==> config.mk <==
export PLATFORM = sky130hd
export DESIGN_NAME = instr_sequencer
export DESIGN_NICKNAME = d
export VERILOG_FILES = /design/src/rtl/seq_pkg.sv /design/src/rtl/instr_fifo.sv /design/src/rtl/instr_sequencer.sv
export SDC_FILE = /design/constraint.sdc
export NUM_CORES = 1
export LEC_CHECK = 0
export BUFFER_PORTS_ARGS = -buffer_cell sky130_fd_sc_hd__buf_4
export CORE_ASPECT_RATIO = 2
export CORE_MARGIN = 2
export CORE_UTILIZATION = 40
export CTS_BUF_LIST = sky130_fd_sc_hd__clkbuf_16
export DETAILED_ROUTE_END_ITERATION = 7
export PLACE_DENSITY = 0.62
export SYNTH_ARGS = -nofsm -noshare
export SYNTH_HDL_FRONTEND = slang
export SYNTH_SLANG_ARGS = --single-unit
export TNS_END_PERCENT = 100
==> constraint.sdc <==
create_clock -name Clk -period 6.2 [get_ports Clk]
set_input_delay 0.62 -clock Clk [delete_from_list [all_inputs] [get_ports Clk]]
set_output_delay 0.62 -clock Clk [all_outputs]
set_load 0.02 [all_outputs]
==> src/rtl/seq_pkg.sv <==
// Shared types for the instruction sequencer: FSM state encoding and MIPS opcode
// constants used when building instruction words.
package seq_pkg;

  typedef enum logic [1:0] {
    IDLE  = 2'd0,
    ISSUE = 2'd1,
    WAIT  = 2'd2,
    HOLD  = 2'd3
  } state_e;

  localparam logic [5:0] OP_RTYPE = 6'b000000;
  localparam logic [5:0] OP_LW    = 6'b100011;
  localparam logic [5:0] OP_SW    = 6'b101011;

endpackage

==> src/rtl/instr_fifo.sv <==
// In-order instruction queue with a registered ready flag and occupancy count.
// A pop never frees a slot for a push in the same cycle.
module instr_fifo #(
  parameter int unsigned IW    = 32,
  parameter int unsigned DEPTH = 8
) (
  input  logic                   Clk,
  input  logic                   Reset,
  input  logic                   push_valid_i,
  input  logic [IW-1:0]          push_data_i,
  output logic                   push_ready_o,
  input  logic                   pop_i,
  output logic [IW-1:0]          head_o,
  output logic [$clog2(DEPTH):0] level_o
);

  localparam int unsigned AW = $clog2(DEPTH);
  localparam int unsigned LW = AW + 1;

  logic [IW-1:0] mem_q [DEPTH];
  logic [AW-1:0] wr_ptr_q, rd_ptr_q;
  logic [LW-1:0] level_q, level_d;
  logic          rdy_q;
  logic          do_push, do_pop;

  assign do_push = push_valid_i & rdy_q;
  assign do_pop  = pop_i & (level_q != '0);

  always_comb begin
    level_d = level_q + LW'(do_push) - LW'(do_pop);
  end

  // Ready is registered from the next level so it always reflects the stored occupancy.
  always_ff @(posedge Clk) begin
    if (!Reset) begin
      wr_ptr_q <= '0;
      rd_ptr_q <= '0;
      level_q  <= '0;
      rdy_q    <= 1'b0;
    end else begin
      if (do_push) wr_ptr_q <= wr_ptr_q + AW'(1);
      if (do_pop)  rd_ptr_q <= rd_ptr_q + AW'(1);
      level_q <= level_d;
      rdy_q   <= (level_d != LW'(DEPTH));
    end
  end

  always_ff @(posedge Clk) begin
    if (do_push) mem_q[wr_ptr_q] <= push_data_i;
  end

  assign push_ready_o = rdy_q;
  assign head_o       = mem_q[rd_ptr_q];
  assign level_o      = level_q;

endmodule

==> src/rtl/instr_sequencer.sv <==
// Cycle-exact instruction feeder for mipscpu: queues host words and issues one every
// ISSUE_GAP cycles. Optional single-step HOLD state when SEQ_STEP_EN is defined.
module instr_sequencer
  import seq_pkg::*;
#(
  parameter int unsigned IW        = 32,
  parameter int unsigned DEPTH     = 8,
  parameter int unsigned ISSUE_GAP = 6
) (
  input  logic                   Clk,
  input  logic                   Reset,
`ifdef SEQ_STEP_EN
  input  logic                   step,
`endif
  input  logic                   pushValid,
  input  logic [IW-1:0]          pushInstr,
  output logic                   pushReady,
  input  logic                   run,
  output logic [IW-1:0]          instrWord,
  output logic                   newInstr,
  output logic                   busy,
  output logic                   done,
  output logic [7:0]             issued,
  output logic [$clog2(DEPTH):0] level
);

  localparam int unsigned GW = $clog2(ISSUE_GAP);

  state_e        state_q;
  logic [GW-1:0] cnt_q;
  logic [IW-1:0] word_q;
  logic          new_q, done_q;
  logic [7:0]    issued_q;
  logic [IW-1:0] head;
  logic          go_issue, go_done;

  instr_fifo #(.IW(IW), .DEPTH(DEPTH)) u_fifo (
    .Clk          (Clk),
    .Reset        (Reset),
    .push_valid_i (pushValid),
    .push_data_i  (pushInstr),
    .push_ready_o (pushReady),
    .pop_i        (state_q == ISSUE),
    .head_o       (head),
    .level_o      (level)
  );

  // End-of-gap decision, shared by WAIT expiry and a HOLD step.
  always_comb begin
    go_issue = run && (level != '0);
    go_done  = run && (level == '0);
  end

  always_ff @(posedge Clk) begin
    if (!Reset) begin
      state_q  <= IDLE;
      cnt_q    <= '0;
      word_q   <= '0;
      new_q    <= 1'b0;
      done_q   <= 1'b0;
      issued_q <= '0;
    end else begin
      new_q  <= 1'b0;
      done_q <= 1'b0;
      case (state_q)
        IDLE: begin
          if (go_issue) state_q <= ISSUE;
        end
        ISSUE: begin
          word_q   <= head;
          new_q    <= 1'b1;
          cnt_q    <= GW'(ISSUE_GAP - 1);
          issued_q <= issued_q + 8'd1;
          state_q  <= WAIT;
        end
        WAIT: begin
          if (cnt_q == GW'(1)) begin
`ifdef SEQ_STEP_EN
            state_q <= HOLD;
`else
            state_q <= go_issue ? ISSUE : IDLE;
            done_q  <= go_done;
`endif
          end else begin
            cnt_q <= cnt_q - GW'(1);
          end
        end
        HOLD: begin
`ifdef SEQ_STEP_EN
          if (step) begin
            state_q <= go_issue ? ISSUE : IDLE;
            done_q  <= go_done;
          end
`else
          state_q <= IDLE;
`endif
        end
        default: state_q <= IDLE;
      endcase
    end
  end

  assign instrWord = word_q;
  assign newInstr  = new_q;
  assign done      = done_q;
  assign issued    = issued_q;
  assign busy      = (state_q != IDLE);

endmodule

==> impl_metrics.py <==
metrics = {
    "sta": {
        "relSlewSlack_pct": 21.1,
        "drv_slew": 0,
        "skew_ns": 0.0121,
        "fin_setup_tns_ns": 0,
        "tightest_slew_ns": 1.18,
        "fmax_ghz": 0.382,
        "grt_setup_unrepaired": "no",
        "finalWorstSetupSlack_ns": 3.58,
        "setup_violations": 0,
        "fin_crit_sh_pct": 42.3,
        "finalHoldViolations": 0,
        "final.min_clock_period_ns": 2.62,
        "hold_ws_ns": 0.304,
    },
    "cts": {
        "clk_pin_slew_ns": 0.07,
        "cts_buffer_depth": 3,
        "postCtsSetupRepairBufs": 0,
        "clk_latency_ns": 0.54,
        "cts_hold_buf": 0,
        "numClockSinks": 314,
        "cts_tree": "built",
        "cts_root_buf": "clkbuf_16",
        "cts_resized": 0,
        "htree_levels": 1,
        "numCtsBuffers": 27,
    },
    "synth": {
        "syn_area_per_cell_um2": 15.9,
        "yosysWarningCount": 0,
        "synth_top_area_share_pct": 63.3,
        "synth_area_um2": 12100,
        "synth-seq-area-share_pct": 72.9,
        "ys_seq_elements": 314,
        "netlist_instances": 764,
        "syn_nets": 811,
        "synthTopCellsByArea": "edfxtp_1, mux2i_1, dfxtp_1, a22oi_1, a21oi_1",
        "yosys.area.top_type": "edfxtp_1",
        "yosysUniqueCellTypes": 39,
    },
    "final_layout": {
        "drive_gt1_share_pct": 17.9,
        "finish.cell_count_without_fillers": 1233,
        "num-nets-final": 892,
        "area_delta_synth_final_pct": 14.5,
    },
    "global_routing": {
        "grt_max_degree": 73,
        "grt_usage_pct": 16.4,
        "grt_pass1_wl_um": 39600,
        "gr-total-overflow": 0,
        "antenna_found_initial": 1,
        "grt_pass1_vias": 6796,
    },
    "critical_path": {
        "worstSetupStartpointType": "flop",
        "ff2ff_setup_slack_ns": 3.58,
        "reg2reg_depth": 12,
        "setup.worst_path.end": "u_fifo.push_ready_o$_SDFF_PN0_",
        "r2r-start": "u_fifo.level_o[2]$_SDFF_PN0_",
        "reg2reg_to": "u_fifo.push_ready_o$_SDFF_PN0_",
        "critPathMaxStageDelay_ns": 0.43,
        "endpoint_kind": "flop",
        "worstPathCellList": "inv_1 -> ha_1 -> nor3b_1 -> nor2_2 -> ha_1 -> inv_1 -> ha_1 -> inv_1 -> fa_1 -> xor2_1 -> nand3b_1 -> o21a_1",
        "startpoint": "u_fifo.level_o[2]$_SDFF_PN0_",
        "path_max_fanout": 3,
        "required_ns": 6.64,
        "crit_slowest_cell": "nor3b_1",
        "path_class": "reg -> reg",
        "critical_path_arrival_ns": 3.06,
    },
    "floorplan": {
        "pin_count": 84,
        "dieWidth_um": 127,
        "dieArea_um2": 31800,
        "rows": 90,
        "die-height_um": 250,
        "initial_utilization_pct": 40.4,
        "core_um2": 30100,
    },
    "flow_run": {
        "maxCapViolCount": 0,
    },
    "placement": {
        "place_congestion": 0.700,
        "dp_slack_ns": 3.44,
        "dpl.cell_count": 1184,
        "portBuffers": 83,
        "dp_hpwl_um": 14400,
    },
    "routing": {
        "wirelength_um": 26100,
        "drtIter0Drc": 444,
        "routed_via_density": 5.34,
        "drc": 0,
        "vias": 6586,
        "first_pass_iters": 5,
        "final_antenna_net_count": 0,
        "wire_per_inst_um": 21.1,
    },
    "power_and_ir_drop": {
        "cellPowerDensity_nw_per_um2": 357,
        "peakVddDrop_v": 0.000183,
        "p_leak_nw": 4.57,
    },
    "outcome": {
        "status": "complete, no violations",
    },
    "worst_hold_path": {
        "hp-class": "in -> reg",
    },
}
-- metrics by stage --
step | utilization [%] | cell area (um2) | total power, W
floorplan | - | 12100 | 0.00315
finish | 46.2 | 13900 | 0.00497
detailed placement | 43.5 | 13100 | 0.00342
global route | 46.2 | 13900 | 0.00517
global placement | 43.5 | 13100 | 0.00340
CTS | 46.2 | 13900 | 0.00503
-- registers in the layout, summed over array words and instances, names as in the netlist --
signal,count
state_q,2
issued,8
u_fifo.level_o,4
u_fifo.mem_q,256
u_fifo.wr_ptr_q,3
done,1
instrWord,32
u_fifo.rd_ptr_q,3
u_fifo.push_ready_o,1
newInstr,1
cnt_q,3
-- cells by family (layout without fill, tap and decap cells) --
family	after synthesis	after routing	share of synthesized area, %
AOI/OAI and AO/OA	141	141	7.23
xor gates and xnor gates	13	13	0.938
adders and majority gates	11	11	1.20
buffers and inverters	56	156	3.33
DFF	314	314	72.9
muxes	128	128	10.6
other	0	1	0
and+or+nand+nor	101	101	3.86
-- critical path: cells and delay by family, from the launching register on --
kind,cells,cell delay [ns]
fa+ha+maj,4,1.00
simple gates,3,0.64
flops,1,0.31
xor+xnor,1,0.21
buf+inv,3,0.18
compound gates,1,0.17
-- area by class of cell --
class                      instances  area, um2
clock inverter                    21        155
antenna                            1       2.50
inverter                          11       41.3
sequential                       314       8850
tap                              368        460
timing repair buffer              97        741
clock buffer                      27        676
fill                            2601      16200
multi-input combinational        394       2970
-- Yosys cell counts, drive strengths merged --
master	number
nor2	52
nand4	3
nor4	1
mux2i	128
nand2b	4
or3	1
inv	11
nor3	9
buf	30
and2	2
xor2	7
nand2	13
nor2b	4
o21a	2
a22oi	64
o211a	1
fa	1
a21o	1
a21oi	39
ha	10
nor3b	2
nand3	3
o21ai	34
and4b	1
and3	1
edfxtp	256
or3b	1
dfxtp	58
xnor2	6
or2	1
clkbuf	15
nand3b	3
-- how the worst min path moves through the flow --
stage	from	end	slack, ns	cells after the start
floorplan	state_q[1]$_SDFFE_PN0P_	done$_SDFF_PN0_	0.46	2
global placement	issued[1]$_SDFFE_PN0P_	issued[1]$_SDFFE_PN0P_	0.49	2
detailed placement	issued[1]$_SDFFE_PN0P_	issued[1]$_SDFFE_PN0P_	0.50	2
CTS	pushInstr[8]	u_fifo.mem_q[3][8]$_DFFE_PP_	0.28	1
global route	pushInstr[4]	u_fifo.mem_q[0][4]$_DFFE_PP_	0.29	1
finish	pushInstr[3]	u_fifo.mem_q[7][3]$_DFFE_PP_	0.30	1
-- per-layer routing --
layer / share of wire, % / vias to the layer above / track usage, % / wire length [um]
met1: 40 / 3348 / 19.2 / 10300
li1: - / 3072 / - / -
met2: 55 / 129 / 30.5 / 14200
met5: 0 / - / 0 / 0
met3: 3.3 / 37 / 2.14 / 871
met4: 2.4 / 0 / 5.37 / 615
-- layout by cell type (no fill, tap or decap), drive strengths merged, types with 4 or more instances in the layout --
master    n
inv      18
a22oi    64
ha       10
nor2b     4
clkinv   10
buf      97
mux2i   128
o21ai    34
edfxtp  256
clkbuf   27
nor3      9
nand2    13
nand2b    4
a21oi    39
dfxtp    58
nor2     52
xnor2     6
xor2      7
-- power by group --
part / leakage (nW) / switching (W) / internal [W]
Clock: 0.435 / 0.000733 / 0.000876
Sequential: 2.78 / 0.000115 / 0.00243
Combinational: 1.35 / 0.000470 / 0.000341
No activity file was read; power rests on OpenSTA's default activity.
